[src/rtl/soc_bus_pkg.sv]
// ============================================================================
// Module  : soc_bus_pkg
// Brief   : Shared types, constants and helper functions for the SoC bus fabric
// Revision: 1.0 - initial release
// ============================================================================
`default_nettype none

package soc_bus_pkg;

    typedef enum logic [1:0] {
        IDLE = 2'd0,
        REQ  = 2'd1,
        RESP = 2'd2,
        ERR  = 2'd3
    } bus_state_t;

    // Wide enough for any supported data width; users slice [DATA_W-1:0].
    localparam logic [1023:0] BUS_ERR_RDATA = '0;

    // A single-slave fabric still needs a 1-bit index.
    function automatic int IDX_W(input int num_slaves);
        return (num_slaves <= 1) ? 1 : $clog2(num_slaves);
    endfunction

    function automatic int TMO_W(input int timeout_cycles);
        int w;
        w = $clog2(timeout_cycles + 1);
        if (w < 8) begin
            w = 8;
        end
        if (w > 16) begin
            w = 16;
        end
        return w;
    endfunction

endpackage

`default_nettype wire

[src/rtl/soc_bus_interconnect_if.sv]
// ============================================================================
// Module  : soc_bus_interconnect_if
// Brief   : Master-side request/response and broadcast slave-side bus signals
// Revision: 1.0 - initial release
// ============================================================================
`default_nettype none

interface soc_bus_interconnect_if #(
    parameter int NUM_SLAVES = 4,
    parameter int ADDR_W     = 32,
    parameter int DATA_W     = 32
);
    logic                         m_valid;
    logic [ADDR_W-1:0]            m_addr;
    logic [DATA_W-1:0]            m_wdata;
    logic [DATA_W/8-1:0]          m_byte_mask;
    logic                         m_write;
    logic                         m_ready;
    logic [DATA_W-1:0]            m_rdata;
    logic                         m_error;

    logic [NUM_SLAVES-1:0]        s_valid;
    logic [ADDR_W-1:0]            s_addr;
    logic [DATA_W-1:0]            s_wdata;
    logic [DATA_W/8-1:0]          s_byte_mask;
    logic                         s_write;
    logic [NUM_SLAVES-1:0]        s_ready;
    logic [NUM_SLAVES*DATA_W-1:0] s_rdata;

    // Fabric view: accepts CPU requests, drives the slave broadcast.
    modport slave (
        input  m_valid, m_addr, m_wdata, m_byte_mask, m_write,
        output m_ready, m_rdata, m_error,
        output s_valid, s_addr, s_wdata, s_byte_mask, s_write,
        input  s_ready, s_rdata
    );

    // Environment view: the CPU master plus the attached targets.
    modport master (
        output m_valid, m_addr, m_wdata, m_byte_mask, m_write,
        input  m_ready, m_rdata, m_error,
        input  s_valid, s_addr, s_wdata, s_byte_mask, s_write,
        output s_ready, s_rdata
    );

endinterface

`default_nettype wire

[src/rtl/soc_addr_decoder.sv]
// ============================================================================
// Module  : soc_addr_decoder
// Brief   : Combinational base/mask address decoder, lowest index wins on overlap
// Revision: 1.0 - initial release
// ============================================================================
`default_nettype none

module soc_addr_decoder #(
    parameter int NUM_SLAVES = 4,
    parameter int ADDR_W     = 32,
    parameter int IDX_BITS   = 2
) (
    input  wire logic [ADDR_W-1:0]            addr,
    input  wire logic [NUM_SLAVES*ADDR_W-1:0] base,
    input  wire logic [NUM_SLAVES*ADDR_W-1:0] mask,
    output logic                              hit,
    output logic [IDX_BITS-1:0]               idx
);

    logic [NUM_SLAVES-1:0] match;

    for (genvar gi = 0; gi < NUM_SLAVES; gi++) begin : g_match
        assign match[gi] = ((addr & mask[gi*ADDR_W +: ADDR_W]) == base[gi*ADDR_W +: ADDR_W]);
    end

    // Scan from the top down so the lowest matching index is the last write.
    always_comb begin
        hit = 1'b0;
        idx = '0;
        for (int i = NUM_SLAVES - 1; i >= 0; i--) begin
            if (match[i]) begin
                hit = 1'b1;
                idx = IDX_BITS'(i);
            end
        end
    end

endmodule

`default_nettype wire

[src/rtl/soc_bus_interconnect.sv]
// ============================================================================
// Module  : soc_bus_interconnect
// Brief   : Single-master, multi-slave address-decoded handshake bus fabric.
//           Optional REQ-phase timeout enabled by defining SOC_BUS_TIMEOUT_EN.
// Revision: 1.0 - initial release
// ============================================================================
`default_nettype none

module soc_bus_interconnect
    import soc_bus_pkg::*;
#(
    parameter int                             NUM_SLAVES     = 4,
    parameter int                             ADDR_W         = 32,
    parameter int                             DATA_W         = 32,
    parameter logic [NUM_SLAVES*ADDR_W-1:0]   SLAVE_BASE     = {32'h3000_0000, 32'h2000_0000,
                                                                32'h1000_0000, 32'h0000_0000},
    parameter logic [NUM_SLAVES*ADDR_W-1:0]   SLAVE_MASK     = {4{32'hF000_0000}},
    parameter int                             TIMEOUT_CYCLES = 255
) (
    input  wire logic                clk,
    input  wire logic                reset,
    soc_bus_interconnect_if.slave    bus
);

    localparam int IDX_BITS = IDX_W(NUM_SLAVES);
    localparam int MASK_W   = DATA_W / 8;

    bus_state_t           state_q, state_d;
    logic [ADDR_W-1:0]    addr_q,  addr_d;
    logic [DATA_W-1:0]    wdata_q, wdata_d;
    logic [MASK_W-1:0]    mask_q,  mask_d;
    logic                 write_q, write_d;
    logic [IDX_BITS-1:0]  idx_q,   idx_d;
    logic [DATA_W-1:0]    rdata_q, rdata_d;

    logic                  dec_hit;
    logic [IDX_BITS-1:0]   dec_idx;
    logic [NUM_SLAVES-1:0] sel_onehot;
    logic                  sel_ready;
    logic [DATA_W-1:0]     sel_rdata;
    logic                  req_timeout;

    soc_addr_decoder #(
        .NUM_SLAVES (NUM_SLAVES),
        .ADDR_W     (ADDR_W),
        .IDX_BITS   (IDX_BITS)
    ) u_decoder (
        .addr (bus.m_addr),
        .base (SLAVE_BASE),
        .mask (SLAVE_MASK),
        .hit  (dec_hit),
        .idx  (dec_idx)
    );

    always_comb begin
        sel_onehot        = '0;
        sel_onehot[idx_q] = 1'b1;
    end

    assign sel_ready = bus.s_ready[idx_q];
    assign sel_rdata = bus.s_rdata[idx_q*DATA_W +: DATA_W];

`ifdef SOC_BUS_TIMEOUT_EN
    localparam int CNT_W = TMO_W(TIMEOUT_CYCLES);

    logic [CNT_W-1:0] tmo_q, tmo_d;

    // Counter value k means k stalled REQ cycles have already elapsed.
    assign req_timeout = (tmo_q == CNT_W'(TIMEOUT_CYCLES - 1));

    always_comb begin
        tmo_d = tmo_q;
        if (state_q != REQ) begin
            tmo_d = '0;
        end else if (!sel_ready) begin
            tmo_d = tmo_q + 1'b1;
        end
    end

    always_ff @(posedge clk or posedge reset) begin
        if (reset) begin
            tmo_q <= '0;
        end else begin
            tmo_q <= tmo_d;
        end
    end
`else
    assign req_timeout = 1'b0;
`endif

    always_comb begin
        state_d = state_q;
        addr_d  = addr_q;
        wdata_d = wdata_q;
        mask_d  = mask_q;
        write_d = write_q;
        idx_d   = idx_q;
        rdata_d = rdata_q;
        case (state_q)
            IDLE: begin
                if (bus.m_valid) begin
                    addr_d  = bus.m_addr;
                    wdata_d = bus.m_wdata;
                    mask_d  = bus.m_byte_mask;
                    write_d = bus.m_write;
                    idx_d   = dec_idx;
                    state_d = dec_hit ? REQ : ERR;
                end
            end
            REQ: begin
                // A ready arriving together with the timeout still completes normally.
                if (sel_ready) begin
                    rdata_d = sel_rdata;
                    state_d = RESP;
                end else if (req_timeout) begin
                    state_d = ERR;
                end
            end
            RESP:    state_d = IDLE;
            ERR:     state_d = IDLE;
            default: state_d = IDLE;
        endcase
    end

    always_ff @(posedge clk or posedge reset) begin
        if (reset) begin
            state_q <= IDLE;
            addr_q  <= '0;
            wdata_q <= '0;
            mask_q  <= '0;
            write_q <= 1'b0;
            idx_q   <= '0;
            rdata_q <= '0;
        end else begin
            state_q <= state_d;
            addr_q  <= addr_d;
            wdata_q <= wdata_d;
            mask_q  <= mask_d;
            write_q <= write_d;
            idx_q   <= idx_d;
            rdata_q <= rdata_d;
        end
    end

    // Strobes decode straight from the state register so reset clears them at once.
    assign bus.s_valid     = (state_q == REQ) ? sel_onehot : '0;
    assign bus.s_addr      = addr_q;
    assign bus.s_wdata     = wdata_q;
    assign bus.s_byte_mask = mask_q;
    assign bus.s_write     = write_q;

    assign bus.m_ready = (state_q == RESP) || (state_q == ERR);
    assign bus.m_error = (state_q == ERR);
    assign bus.m_rdata = (state_q == ERR) ? BUS_ERR_RDATA[DATA_W-1:0] : rdata_q;

endmodule

`default_nettype wire

[src/flat_wrapper.sv]
// flat-port wrapper written by rule: the top's interface ports become plain ports
module soc_bus_interconnect_flat import soc_bus_pkg::*;
#(
    parameter int                             NUM_SLAVES     = 4,
    parameter int                             ADDR_W         = 32,
    parameter int                             DATA_W         = 32,
    parameter logic [NUM_SLAVES*ADDR_W-1:0]   SLAVE_BASE     = {32'h3000_0000, 32'h2000_0000,
                                                                32'h1000_0000, 32'h0000_0000},
    parameter logic [NUM_SLAVES*ADDR_W-1:0]   SLAVE_MASK     = {4{32'hF000_0000}},
    parameter int                             TIMEOUT_CYCLES = 255
)
  (clk, reset, bus_m_valid, bus_m_addr, bus_m_wdata, bus_m_byte_mask, bus_m_write, bus_m_ready, bus_m_rdata, bus_m_error, bus_s_valid, bus_s_addr, bus_s_wdata, bus_s_byte_mask, bus_s_write, bus_s_ready, bus_s_rdata);
  soc_bus_interconnect_if #(.NUM_SLAVES(NUM_SLAVES), .ADDR_W(ADDR_W), .DATA_W(DATA_W)) bus_i ();
  input  wire logic clk;
  input  wire logic reset;
  input wire logic [$bits(bus_i.m_valid)-1:0] bus_m_valid;
  input wire logic [$bits(bus_i.m_addr)-1:0] bus_m_addr;
  input wire logic [$bits(bus_i.m_wdata)-1:0] bus_m_wdata;
  input wire logic [$bits(bus_i.m_byte_mask)-1:0] bus_m_byte_mask;
  input wire logic [$bits(bus_i.m_write)-1:0] bus_m_write;
  output wire logic [$bits(bus_i.m_ready)-1:0] bus_m_ready;
  output wire logic [$bits(bus_i.m_rdata)-1:0] bus_m_rdata;
  output wire logic [$bits(bus_i.m_error)-1:0] bus_m_error;
  output wire logic [$bits(bus_i.s_valid)-1:0] bus_s_valid;
  output wire logic [$bits(bus_i.s_addr)-1:0] bus_s_addr;
  output wire logic [$bits(bus_i.s_wdata)-1:0] bus_s_wdata;
  output wire logic [$bits(bus_i.s_byte_mask)-1:0] bus_s_byte_mask;
  output wire logic [$bits(bus_i.s_write)-1:0] bus_s_write;
  input wire logic [$bits(bus_i.s_ready)-1:0] bus_s_ready;
  input wire logic [$bits(bus_i.s_rdata)-1:0] bus_s_rdata;
  assign bus_i.m_valid = bus_m_valid;
  assign bus_i.m_addr = bus_m_addr;
  assign bus_i.m_wdata = bus_m_wdata;
  assign bus_i.m_byte_mask = bus_m_byte_mask;
  assign bus_i.m_write = bus_m_write;
  assign bus_m_ready = bus_i.m_ready;
  assign bus_m_rdata = bus_i.m_rdata;
  assign bus_m_error = bus_i.m_error;
  assign bus_s_valid = bus_i.s_valid;
  assign bus_s_addr = bus_i.s_addr;
  assign bus_s_wdata = bus_i.s_wdata;
  assign bus_s_byte_mask = bus_i.s_byte_mask;
  assign bus_s_write = bus_i.s_write;
  assign bus_i.s_ready = bus_s_ready;
  assign bus_i.s_rdata = bus_s_rdata;
  soc_bus_interconnect #(.NUM_SLAVES(NUM_SLAVES), .ADDR_W(ADDR_W), .DATA_W(DATA_W), .SLAVE_BASE(SLAVE_BASE), .SLAVE_MASK(SLAVE_MASK), .TIMEOUT_CYCLES(TIMEOUT_CYCLES)) u_core (.clk(clk), .reset(reset), .bus(bus_i));
endmodule
[config.mk]
export PLATFORM = sky130hd
export DESIGN_NAME = soc_bus_interconnect_flat
export DESIGN_NICKNAME = d
export VERILOG_FILES = /design/src/rtl/soc_bus_pkg.sv /design/src/rtl/soc_bus_interconnect_if.sv /design/src/rtl/soc_addr_decoder.sv /design/src/rtl/soc_bus_interconnect.sv /design/src/flat_wrapper.sv
export SDC_FILE = /design/constraint.sdc
export NUM_CORES = 1
export LEC_CHECK = 0
export CAP_MARGIN = 10
export CORE_MARGIN = 10
export CORE_UTILIZATION = 40
export CTS_CLUSTER_DIAMETER = 40
export DETAILED_ROUTE_END_ITERATION = 10
export PLACE_DENSITY = 0.85
export SYNTH_ARGS = -nofsm -noshare
export SYNTH_HDL_FRONTEND = slang
export SYNTH_HIERARCHICAL = 1
export SYNTH_SLANG_ARGS = --single-unit
[constraint.sdc]
create_clock -name clk -period 4.9 [get_ports clk]
set_input_delay 0.98 -clock clk [delete_from_list [all_inputs] [get_ports clk]]
set_output_delay 0.98 -clock clk [all_outputs]
set_load 0.01 [all_outputs]
## After elaboration in Yosys (flattened, before gate mapping)

Index checks and enable logic that the tools add are counted.

| cells by class | value |
|---|---|
| reductions and logical operators | 8 |
| shifts and indexed selects | 1 |
| $lt $le $gt $ge | 2 |
| equal/unequal tests | 8 |
| mux-type cells | 18 |

Operators by type and width:

| operator | number |
|---|---|
| $shiftx A128 B8 Y32 | 1 |
| $logic_not A32 Y1 | 1 |
| $mux W32 | 1 |
| $mux W2 | 7 |
| $eq A4 B2 Y1 const B | 2 |
| $mux W1 | 6 |
| $pmux W2 S3 | 1 |
| $reduce_and A2 Y1 | 3 |
| $eq A2 B2 Y1 const B | 2 |
| $eq A4 B1 Y1 const B | 1 |
| $mux W4 | 1 |
| $lt A2 B3 Y1 const B | 1 |
| $bmux W1 S2 | 1 |
| $demux W1 S2 | 1 |
| $eq A2 B1 Y1 const B | 1 |
| $ge A2 B1 Y1 const B | 1 |
| $logic_not A2 Y1 | 1 |
| $ne A2 B1 Y1 const B | 1 |
| $ne A2 B2 Y1 const B | 1 |
| $reduce_or A2 Y1 | 1 |
| $logic_and A1 B1 Y1 | 1 |
| $logic_or A1 B1 Y1 | 1 |

| word-level totals | value |
|---|---|
| flip-flop bits (word level) | 105 |
| word-level logic and storage cells | 44 |
| output and inout bits | 107 |

## Depth between registers and ports, before layout

Gate-level depths: netlist of run 1.

| logic depth | value |
|---|---|
| depth in word-level cells | 8 |
| mapped depth | 8 |
| gate-level depth less buffers | 7 |

## By module

Netlist of run 1, hierarchy kept.

Modules (own cells, without submodules):

| module | times used | area an instance (µm²) | cells an instance |
|---|---|---|---|
| soc_bus_interconnect | 1 | 4977.3 | 317 |
| soc_addr_decoder | 1 | 2397.3 | 351 |

## Least setup slack after synthesis of run 1

OpenSTA, ideal clock, no wires.

| timing | value |
|---|---|
| path kind | input-to-reg |
| start point | input port bus_m_addr[28] |
| end point | register u_core.idx_q[0] |
| path slack | 2305 ps |
| stages on the path | 8 |
| library setup time | 125 ps |
| data arrival time | 2470 ps |
| buffers on the path | 1 |
| cells stage by stage | buf_2 a21o_1 a211oi_1 nand4_1 or4_1 a21oi_1 nor2_1 mux2_2 |

| between the ends | value |
|---|---|
| longest elaborated chain between the ends | 5 |
| elaborated cells on any way between the ends | 8 |
| those cells by class | eq/ne (3); mux (4); reduce/logical (1) |

Ends and longest elaborated chain:

| what | line | RTL |
|---|---|---|
| start, declared | flat_wrapper.sv:17 | `input wire logic [$bits(bus_i.m_addr)-1:0] bus_m_addr;` |
| $eq A4 B2 Y1 | soc_addr_decoder.sv:23 | `assign match[gi] = ((addr & mask[gi*ADDR_W +: ADDR_W]) == base[gi*ADDR_W +: ADDR_W]);` |
| $mux W2 (3 in a row) | soc_addr_decoder.sv:31 | `if (match[i]) begin` |
| $mux W2 (*) | soc_addr_decoder.sv:31 |  |
| net u_core.dec_idx[0] | soc_bus_interconnect.sv:37 | `logic [IDX_BITS-1:0] dec_idx;` |
| end signal, assigned | soc_bus_interconnect.sv:140 | `idx_q <= idx_d;` |
| end, declared | soc_bus_interconnect.sv:33 | `logic [IDX_BITS-1:0] idx_q, idx_d;` |

The timed path passes the listed nets; every way through them passes the cells marked *.
A chain may end at the register's enable or synchronous reset.

## Worst setup path after layout of run 1

| timing | value |
|---|---|
| start point | register u_core.state_q[1] |
| end point | output port bus_m_rdata[27] |

| between the ends | value |
|---|---|
| longest elaborated chain between the ends | 2 |

Ends and longest elaborated chain:

| what | line | RTL |
|---|---|---|
| start, declared | soc_bus_interconnect.sv:28 | `bus_state_t state_q, state_d;` |
| start signal, assigned | soc_bus_interconnect.sv:135 | `state_q <= state_d;` |
| $eq A2 B2 Y1 | soc_bus_interconnect.sv:154 | `assign bus.m_rdata = (state_q == ERR) ? BUS_ERR_RDATA[DATA_W-1:0] : rdata_q;` |
| $mux W32 | soc_bus_interconnect.sv:154 |  |
| end, declared | flat_wrapper.sv:22 | `output wire logic [$bits(bus_i.m_rdata)-1:0] bus_m_rdata;` |

Every way passes these cells.

==> flow_summary_export.csv, run 1 <==
group,metric,value,unit
clock_network,path_clk_slew,0.08,ns
global_route,groute.usage.overall,21.98,%
place,dpl.hpwl,22.64,mm
job,maxCapViolCount,0,
place,dpl-instance-area,12560,sq um
pwr,power_density,372.5,nW/um^2
yosys,synth_top_flop_cell,"dfrtp_1",
sta,max_freq,298.8,MHz
setup_path,cp-end-kind,"output port",
yosys,synth_fa_ha_area_share,0,%
pwr,peakVddDrop,374.1,uV
place,placed_cells,1693,
sta,setup_ws,1.553,ns
sta,post-route-min-period,3.347,ns
floorplan,die_h,155.8,microns
cells_and_area,nFillCells,1424,
global_route,antenna_found_initial,0,
yosys,yosysUniqueCellTypes,38,
place,io_buffers,310,
clock_network,post_cts_buffers,0,
clock_network,cts-resized-gates,0,
yosys,avgSynthCellArea,11.04,sq um
floorplan,rows,49,
setup_path,crit_end,"bus_m_rdata[27]",
pwr,internal_power,3176,uW
yosys,synth-simple-area-share,17.41,%
yosys,synth_edf_count,0,
yosys,yosysMostFrequentCell,"dfrtp_1",
sta,relSlewSlack,27.04,%
cells_and_area,seqCellArea,2629,sq um
cells_and_area,fin_util,71.39,%
cells_and_area,multi_input_area,6497,sq um
cells_and_area,area_delta_synth_final,74.50,%
clock_network,clk_latency,0.36,ns
setup_path,reg2reg_to,"u_core/rdata_q[27]$_DFFE_PP0P_",
detailed_routing,vias,7495,
setup_path,reg2reg_from,"u_core/idx_q[0]$_DFFE_PP0P_",
yosys,ys_ff_latch,105,
yosys,ys_top_cells_by_area,"dfrtp_1, mux2_2, mux4_2, and3_1, a21oi_1",
detailed_routing,wl_per_cell,15.96,microns
detailed_routing,viasPerCell,4.386,
setup_path,crit_required,3.92,ns
clock_network,numCtsBuffers,9,
setup_path,reg2reg_slack,2.39,ns
setup_path,rr_worst_depth,3,
yosys,synth_area,7375,sq um
detailed_routing,routed_wl,27.28,mm
place,place_ws,1.615,ns
sta,tns,0,ns
pwr,clock_power_share,15.5,%
floorplan,coreArea,18020,sq um
sta,rsz0062_at_grt,"false",
setup_path,worstPathMaxFanout,33,
yosys,syn_inst,668,
floorplan,io_pins,311,
sta,setup_viol,0,
pwr,p_leak,0.006170,uW
detailed_routing,ant_nets,0,
global_route,overflow,0,
clock_network,cts_root_buffer,"clkbuf_16",
yosys,synthXorXnorAreaFrac,0,%
setup_path,worst_setup_path_start_kind,"flop",
detailed_routing,wl_met3,2.214,mm
yosys,ys_seq_area_share,35.63,%
cells_and_area,nNetsFinal,1679,
yosys,synth.top_cell.area_share,35.63,%
clock_network,holdBufCountCts,0,
setup_path,path_class,"reg2out",
yosys,async_flop_share,100.0,%
pwr,p_sw,1617,uW
setup_path,worstPathArrival,2.37,ns
cells_and_area,drive_gt1_share,11.69,%
sta,timing.final.crit_share,68.31,%
pwr,swShare,33.74,%
floorplan,start_util,40.91,%
detailed_routing,first_pass_iters,4,
setup_path,crit_path_start,"u_core/state_q[1]$_DFFE_PP0P_",
floorplan,die_w,155.8,microns
clock_network,cts_tree,"yes",
min_path,hold_class,"reg2reg",
global_route,grt_max_degree,72,
yosys,synthTopCellsByCount,"dfrtp_1, mux2_2, a21oi_1, and3_1, and2_1",
clock_network,htree_levels,3,
yosys,synth_top_area_cell,"dfrtp_1",
pwr,seqPwrFrac,31.8,%
clock_network,cts_sinks,105,
yosys,synthMuxAreaShare,25.91,%
global_route,grt_pass1_vias,7754,
detailed_routing,drcViolationCount,0,
sta,hold_viol,0,
floorplan,die_area,24270,sq um
detailed_routing,wl_met1,10.52,mm
run_status,status,"finished clean",
place,gp_congestion,0.8717,
min_path,holdCritStartpoint,"u_core/rdata_q[4]$_DFFE_PP0P_",
global_route,grt_pass1_wl,42.08,mm
cells_and_area,num_antenna_cells,0,
yosys,synth_top_family_by_area,"multiplexers",
detailed_routing,wl_met2,14.11,mm
clock_network,clockBufferDepth,2,
sta,worst_pin_slew,1.094,ns
yosys,synth-compound-area-share,18.70,%
sta,slew_violations,0,
cells_and_area,finalNonFillerCells,1709,
detailed_routing,top_layer,"met4",
pwr,comb_power_share,52.7,%
cells_and_area,design_area,12870,sq um
detailed_routing,drtIter0Drc,316,
sta,finClkSkew,0.008189,ns
yosys,yosys_warnings,6,
## routing by layer
layer | vias up | global-route usage, %
li1 | 3737 | -
met1 | 3506 | 25.46
met2 | 214 | 38.76
met3 | 38 | 7.251
met4 | 0 | 4.144
met5 | - | 0
## cell usage in the layout (no fill, tap or decap), drive strengths merged, types with 32 or more instances in the layout
master         count
conb             512
mux2             103
and3              64
a211oi            32
and2              33
and3b             32
mux4              32
o22a              32
a21oi             65
dfrtp            105
nand3             32
a21o              32
a21boi            32
clkdlybuf4s50    310
## state kept, by name (all words and copies together), names as in the netlist
signal                  flops
u_core/bus.s_addr          32
u_core/bus.s_byte_mask      4
u_core/bus.s_wdata         32
u_core/bus.s_write          1
u_core/idx_q                2
u_core/rdata_q             32
u_core/state_q              2
## worst min-delay path by stage
stage	slack, ns	depth (start not counted)	to
floorplan	0.45	1	u_core/rdata_q[15]$_DFFE_PP0P_
global placement	0.46	1	u_core/rdata_q[15]$_DFFE_PP0P_
detailed placement	0.49	1	u_core/rdata_q[8]$_DFFE_PP0P_
CTS	0.50	1	u_core/rdata_q[8]$_DFFE_PP0P_
global route	0.51	1	u_core/rdata_q[7]$_DFFE_PP0P_
finish	0.50	1	u_core/rdata_q[4]$_DFFE_PP0P_
## through the flow
step | total power [uW] | hold slack (ns)
after floorplan | 2662 | 0.4489
after global placement | 3997 | 0.4609
after detailed placement | 4067 | 0.4867
after CTS | 4840 | 0.5045
after global routing | 5095 | 0.5133
final | 4793 | 0.5000
## final cells by class
type | instances | share of cell area [%]
Clock buffer | 9 | 1.750
Sequential cell | 105 | 20.43
Multi-Input combinational cell | 1042 | 50.49
Timing Repair Buffer | 314 | 24.35
Tap cell | 229 | 2.227
Inverter | 3 | 0.1070
Clock inverter | 7 | 0.6514
## worst max-delay path: stages, from the launching register on
cell and delay (ns):
dfrtp_1 0.43, nand2_1 0.70, and2_1 0.29, clkdlybuf4s50_1 0.59
## power groups by stage
stage	logic (uW)	registers (uW)	clock network, uW
floorplan	1020	1640	0
global route	2710	1590	796
CTS	2540	1530	768
detailed placement	2530	1540	0
global placement	2490	1500	0
finish	2520	1530	743
## logic make-up (layout without fill, tap and decap cells)
group	Yosys count	count (layout)
compound gates	196	196
buf+inv	31	333
simple gates	196	196
mux	138	138
other cells	2	512
flops	105	105
Power figures use the tool's default switching activity.
==> inputs of run 2 (changes only) <==
==> constraint.sdc (replaced) <==
create_clock -name clk -period 3.49 [get_ports clk]
set_input_delay 0.698 -clock clk [delete_from_list [all_inputs] [get_ports clk]]
set_output_delay 0.698 -clock clk [all_outputs]
set_load 0.01 [all_outputs]
==> run 2 against run 1 <==
Die area unchanged. Flip-flop and latch count unchanged. Worst setup slack got worse by 1.2 ns. Power increased by 42%. Critical endpoint is now bus_m_rdata[23].
==> flow_summary_export.csv, run 2 (synthesized netlist as in run 1, its figures left out) <==
group,metric,value,unit
cells_and_area,area_delta_synth_final,75.21,%
sta,post-route-min-period,3.092,ns
detailed_routing,viasPerCell,4.343,
detailed_routing,wl_per_cell,16.27,microns
pwr,peakVddDrop,475.1,uV
setup_path,slowest_stage,"nand2_1",
floorplan,coreArea,18020,sq um
detailed_routing,ant_nets,0,
setup_path,worst_setup_path_start_kind,"flop",
sta,relSlewSlack,33.85,%
floorplan,die_h,155.8,microns
sta,worst_pin_slew,0.9899,ns
detailed_routing,drtIter0Drc,219,
global_route,grt_pass1_vias,7755,
floorplan,rows,49,
run_status,status,"finished clean",
job,maxCapViolCount,0,
setup_path,cp-end-kind,"output port",
place,dpl.hpwl,23.17,mm
setup_path,cp_cell_sequence,"nand2_1, and2_1, clkdlybuf4s50_1",
clock_network,path_clk_slew,0.08,ns
setup_path,worstPathMaxFanout,33,
global_route,grt_pass1_wl,42.56,mm
setup_path,crit_required,2.79,ns
sta,max_freq,323.4,MHz
sta,slew_violations,0,
clock_network,cts_tree,"yes",
min_path,hold_class,"reg2reg",
global_route,grt_max_degree,62,
sta,setup_viol,0,
clock_network,post_cts_buffers,0,
detailed_routing,routed_wl,27.85,mm
cells_and_area,multi_input_area,6497,sq um
clock_network,cts-resized-gates,0,
detailed_routing,first_pass_iters,4,
cells_and_area,final_cell_mix,"conb_1, clkdlybuf4s50_1, dfrtp_1",
sta,timing.final.crit_share,88.60,%
pwr,p_leak,0.006199,uW
setup_path,reg2reg_slack,1.32,ns
detailed_routing,vias,7435,
cells_and_area,drive_gt1_share,11.81,%
sta,tns,0,ns
pwr,power_density,527.0,nW/um^2
cells_and_area,nFillCells,1430,
detailed_routing,drcViolationCount,0,
setup_path,path_class,"reg2out",
cells_and_area,seqCellArea,2629,sq um
place,io_buffers,310,
clock_network,cts_sinks,105,
pwr,power.total,6809,uW
clock_network,cts_root_buffer,"clkbuf_16",
cells_and_area,nNetsFinal,1681,
clock_network,clk_latency,0.36,ns
clock_network,clockBufferDepth,2,
clock_network,holdBufCountCts,0,
floorplan,die_area,24270,sq um
floorplan,start_util,40.91,%
clock_network,numCtsBuffers,9,
global_route,overflow,0,
sta,rsz0062_at_grt,"false",
global_route,antenna_found_initial,0,
floorplan,io_pins,311,
clock_network,htree_levels,3,
setup_path,worstPathArrival,2.39,ns
place,gp_congestion,0.8882,
sta,finClkSkew,0.008640,ns
sta,hold_viol,0,
global_route,groute.usage.overall,22.36,%
floorplan,die_w,155.8,microns
setup_path,crit_path_max_incr_delay,0.75,ns
cells_and_area,final_common_cell,"conb_1",
==> run 2: cell count changes in the layout (fill, tap and decap cells not counted) <==
cell        previous run  this run
clkinv_4               0         2
buf_4                  4         3
clkinvlp_4             2         0
clkinv_8               3         2
inv_8                  1         2
diode_2                0         1
buf_12                 0         3
==> run 2: critical path: cells and delay by family (launching register included) <==
family / cells / cell delay [ns]
and+or+nand+nor: 2 / 0.98
buffers and inverters: 1 / 0.63
DFF: 1 / 0.43
==> run 2: layer usage <==
metal  up-vias  share of wire (%)  GRT usage, %  routed length [microns]
li1       3742                  -             -                        -
met1      3472                 39         26.26                    10950
met2       187                 52         39.31                    14360
met3        34                7.3         6.727                     2020
met4         0                1.8         4.679                      513
met5         -                  0             0                        0
==> run 2: final timing paths <==
check                                                from                            endpoint  depth (start not counted)
min reg2reg                u_core/rdata_q[15]$_DFFE_PP0P_      u_core/rdata_q[15]$_DFFE_PP0P_                          1
max reg2reg                   u_core/idx_q[1]$_DFFE_PP0P_      u_core/rdata_q[26]$_DFFE_PP0P_                          4
max in group asynchronous                           reset   u_core/bus.s_addr[10]$_DFFE_PP0P_                          3
min                        u_core/rdata_q[15]$_DFFE_PP0P_      u_core/rdata_q[15]$_DFFE_PP0P_                          1
min in group asynchronous                           reset  u_core/bus.s_wdata[13]$_DFFE_PP0P_                          2
max                         u_core/state_q[1]$_DFFE_PP0P_                     bus_m_rdata[23]                          3
==> run 2: area by class of cell <==
cell class	instances	share of cell area, %
Antenna cell	1	0.01937
Clock buffer	9	1.743
Clock inverter	7	0.6294
Inverter	3	0.1065
Multi-Input combinational cell	1042	50.29
Sequential cell	105	20.34
Tap cell	229	2.217
Timing Repair Buffer	316	24.65
==> run 2: power breakdown <==
group / leakage (uW) / internal [uW] / switching (uW)
Sequential: 0.00124 / 1830 / 328
Combinational: 0.00481 / 2140 / 1460
Clock: 0.000150 / 513 / 533
Total: 0.00620 / 4490 / 2320
==> run 2: metrics by stage <==
stage               hold slack, ns  setup WS (ns)  cells  utilization (%)  area (sq um)
floorplan                   0.4489        0.03146   1178                -          9289
global placement            0.4597         0.5485   1695            69.97         12610
detailed placement          0.4872         0.5095   1695            69.97         12610
CTS                         0.5071         0.4096   1711            71.67         12920
global route                0.5221         0.3036   1711            71.67         12920
finish                      0.5003         0.3980   1712            71.69         12920
==> inputs of run 3 (changes only) <==
--- a/config.mk
+++ b/config.mk
@@ -5,12 +5,14 @@
 export SDC_FILE = /design/constraint.sdc
 export NUM_CORES = 1
 export LEC_CHECK = 0
+export ABC_AREA = 1
 export CAP_MARGIN = 10
 export CORE_MARGIN = 10
-export CORE_UTILIZATION = 40
+export CORE_UTILIZATION = 47
+export CTS_BUF_LIST = sky130_fd_sc_hd__clkbuf_4
 export CTS_CLUSTER_DIAMETER = 40
 export DETAILED_ROUTE_END_ITERATION = 10
-export PLACE_DENSITY = 0.85
+export PLACE_DENSITY = 0.92
 export SYNTH_ARGS = -nofsm -noshare
 export SYNTH_HDL_FRONTEND = slang
 export SYNTH_HIERARCHICAL = 1
==> run 3 against run 2 <==
Utilization up 3.6 points. Worst setup slack better by 0.17 ns. Die area up 0.59%. Maximum frequency up 6.0%. Sequential power down 2%. Area after synthesis up 18%. Final cell count up 43%.
==> flow_summary_export.csv, run 3 <==
group,metric,value,unit
clock_network,clk_latency,0.49,ns
setup_path,cp-end-kind,"output port",
cells_and_area,nNetsFinal,2408,
cells_and_area,final_cell_mix,"nand2_1, conb_1, clkdlybuf4s50_1",
floorplan,io_pins,311,
floorplan,rows,49,
min_path,hold_end,"u_core/bus.s_addr[0]$_DFFE_PP0P_",
floorplan,die_area,24410,sq um
place,gp_congestion,0.9356,
setup_path,reg2reg_to,"u_core/rdata_q[1]$_DFFE_PP0P_",
yosys,synth_area,8723,sq um
yosys,ys_ff_latch,105,
yosys,yosysMostFrequentCell,"nand2_1",
global_route,overflow,0,
clock_network,cts_tree,"yes",
clock_network,post_cts_buffers,0,
setup_path,rr_worst_depth,8,
clock_network,htree_levels,3,
detailed_routing,routed_wl,33.42,mm
min_path,holdCritStartpoint,"u_core/bus.s_addr[0]$_DFFE_PP0P_",
cells_and_area,area_delta_synth_final,56.11,%
setup_path,crit_required,2.79,ns
yosys,ys_seq_area_share,30.12,%
place,dpl.hpwl,26.75,mm
global_route,groute.usage.overall,26.46,%
sta,max_freq,342.7,MHz
floorplan,start_util,48.23,%
yosys,synth_top_area_cell,"nand2_1",
min_path,hold_path_depth,2,
global_route,grt_pass1_vias,10278,
cells_and_area,drive_gt1_share,2.309,%
clock_network,clockBufferDepth,2,
clock_network,numCtsBuffers,9,
yosys,yosysUniqueCellTypes,29,
clock_network,path_clk_slew,0.18,ns
sta,setup_ws,0.5722,ns
detailed_routing,ant_nets,0,
clock_network,cts-resized-gates,0,
detailed_routing,first_pass_iters,5,
yosys,synthTopCellsByCount,"nand2_1, nand3_1, nor2_1, inv_1, dfrtp_1",
setup_path,worstPathMaxFanout,33,
detailed_routing,drtIter0Drc,687,
global_route,grt_pass1_wl,52.32,mm
yosys,syn_inst,1519,
yosys,async_flop_share,100.0,%
cells_and_area,design_area,13620,sq um
pwr,power_density,549.8,nW/um^2
min_path,hold_class,"reg2reg",
yosys,avgSynthCellArea,5.743,sq um
setup_path,path_class,"reg2out",
pwr,peakVddDrop,394.9,uV
setup_path,reg2reg_from,"u_core/idx_q[1]$_DFFE_PP0P_",
yosys,yosys_warnings,6,
sta,post-route-min-period,2.918,ns
yosys,synth_edf_count,0,
detailed_routing,wl_per_cell,13.66,microns
sta,worst_pin_slew,0.6364,ns
sta,timing.final.crit_share,83.61,%
clock_network,holdBufCountCts,0,
setup_path,worst_setup_path_start_kind,"flop",
place,io_buffers,310,
sta,relSlewSlack,57.57,%
sta,setup_viol,0,
yosys,ys_top_cells_by_area,"nand2_1, dfrtp_1, nand3_1, nor2_1, inv_1",
place,place_ws,1.049,ns
sta,slew_violations,0,
sta,tns,0,ns
sta,finClkSkew,0.02815,ns
yosys,synth.top_cell.area_share,36.23,%
sta,hold_viol,0,
job,maxCapViolCount,0,
floorplan,die_w,156.2,microns
place,dpl-instance-area,13430,sq um
cells_and_area,final_common_cell,"nand2_1",
sta,rsz0062_at_grt,"false",
detailed_routing,viasPerCell,4.465,
floorplan,coreArea,18090,sq um
run_status,status,"finished clean",
detailed_routing,vias,10926,
yosys,synth_top_flop_cell,"dfrtp_1",
global_route,antenna_found_initial,8,
setup_path,worstPathArrival,2.22,ns
global_route,grt_max_degree,63,
setup_path,reg2reg_slack,1.35,ns
detailed_routing,drcViolationCount,0,
pwr,p_leak,0.007681,uW
clock_network,cts_sinks,105,
floorplan,die_h,156.2,microns
clock_network,cts_root_buffer,"clkbuf_4",
run 3: cell type report:
cell class,count,area [sq um]
Multi-Input combinational cell,1648,6863
Fill cell,1483,4468
Timing Repair Buffer,324,3216
Sequential cell,105,2629
Inverter,116,440.4
Tap cell,229,286.5
Clock inverter,7,93.84
Clock buffer,9,67.56
Antenna cell,9,22.52
run 3: per-stage QoR:
stage	util, %	power [uW]	instances	hold WS, ns
floorplan	-	4688	1928	0.4419
global placement	74.28	6584	2422	0.4531
detailed placement	74.28	6724	2422	0.4573
CTS	75.17	7453	2438	0.4943
global route	75.28	8074	2446	0.5072
finish	75.30	7488	2447	0.4899
run 3: how the worst max path moves through the flow:
stage | from | end | cells after the start
3_3_place_gp | bus_m_addr[31] | u_core/state_q[1]$_DFFE_PP0P_ | 10
4_1_cts | u_core/state_q[1]$_DFFE_PP0P_ | bus_m_error | 3
6_report | u_core/state_q[1]$_DFFE_PP0P_ | bus_m_error | 3
2_1_floorplan | reset | u_core/bus.s_addr[0]$_DFFE_PP0P_ | 1
3_5_place_dp | bus_m_addr[29] | u_core/idx_q[0]$_DFFE_PP0P_ | 13
5_1_grt | u_core/state_q[1]$_DFFE_PP0P_ | bus_m_error | 3
run 3: layer usage:
layer	GRT usage (%)	part of all wire, %
met2	48.20	51
met1	28.60	37
met5	0	0
met4	13.35	4.4
met3	5.208	7.8
run 3: kinds of logic after synthesis:
kind of cell    Yosys count  share of synthesized area, %
other cells               2                       0.08609
flops                   105                         30.12
compound gates            7                        0.4016
buf+inv                 175                         8.835
simple gates           1176                         55.13
xor+xnor                 54                         5.422
run 3: where the power goes:
part / total [uW] / switching, uW / internal (uW)
combinational: 4650 / 2690 / 1960
sequential: 2120 / 347 / 1770
clock: 714 / 475 / 239
total: 7490 / 3510 / 3970
run 3: critical path: stages, from the launching register on:
cell,delay [ns]
dfrtp_1,0.48
nand2_1,0.09
inv_2,0.47
clkdlybuf4s50_1,0.69
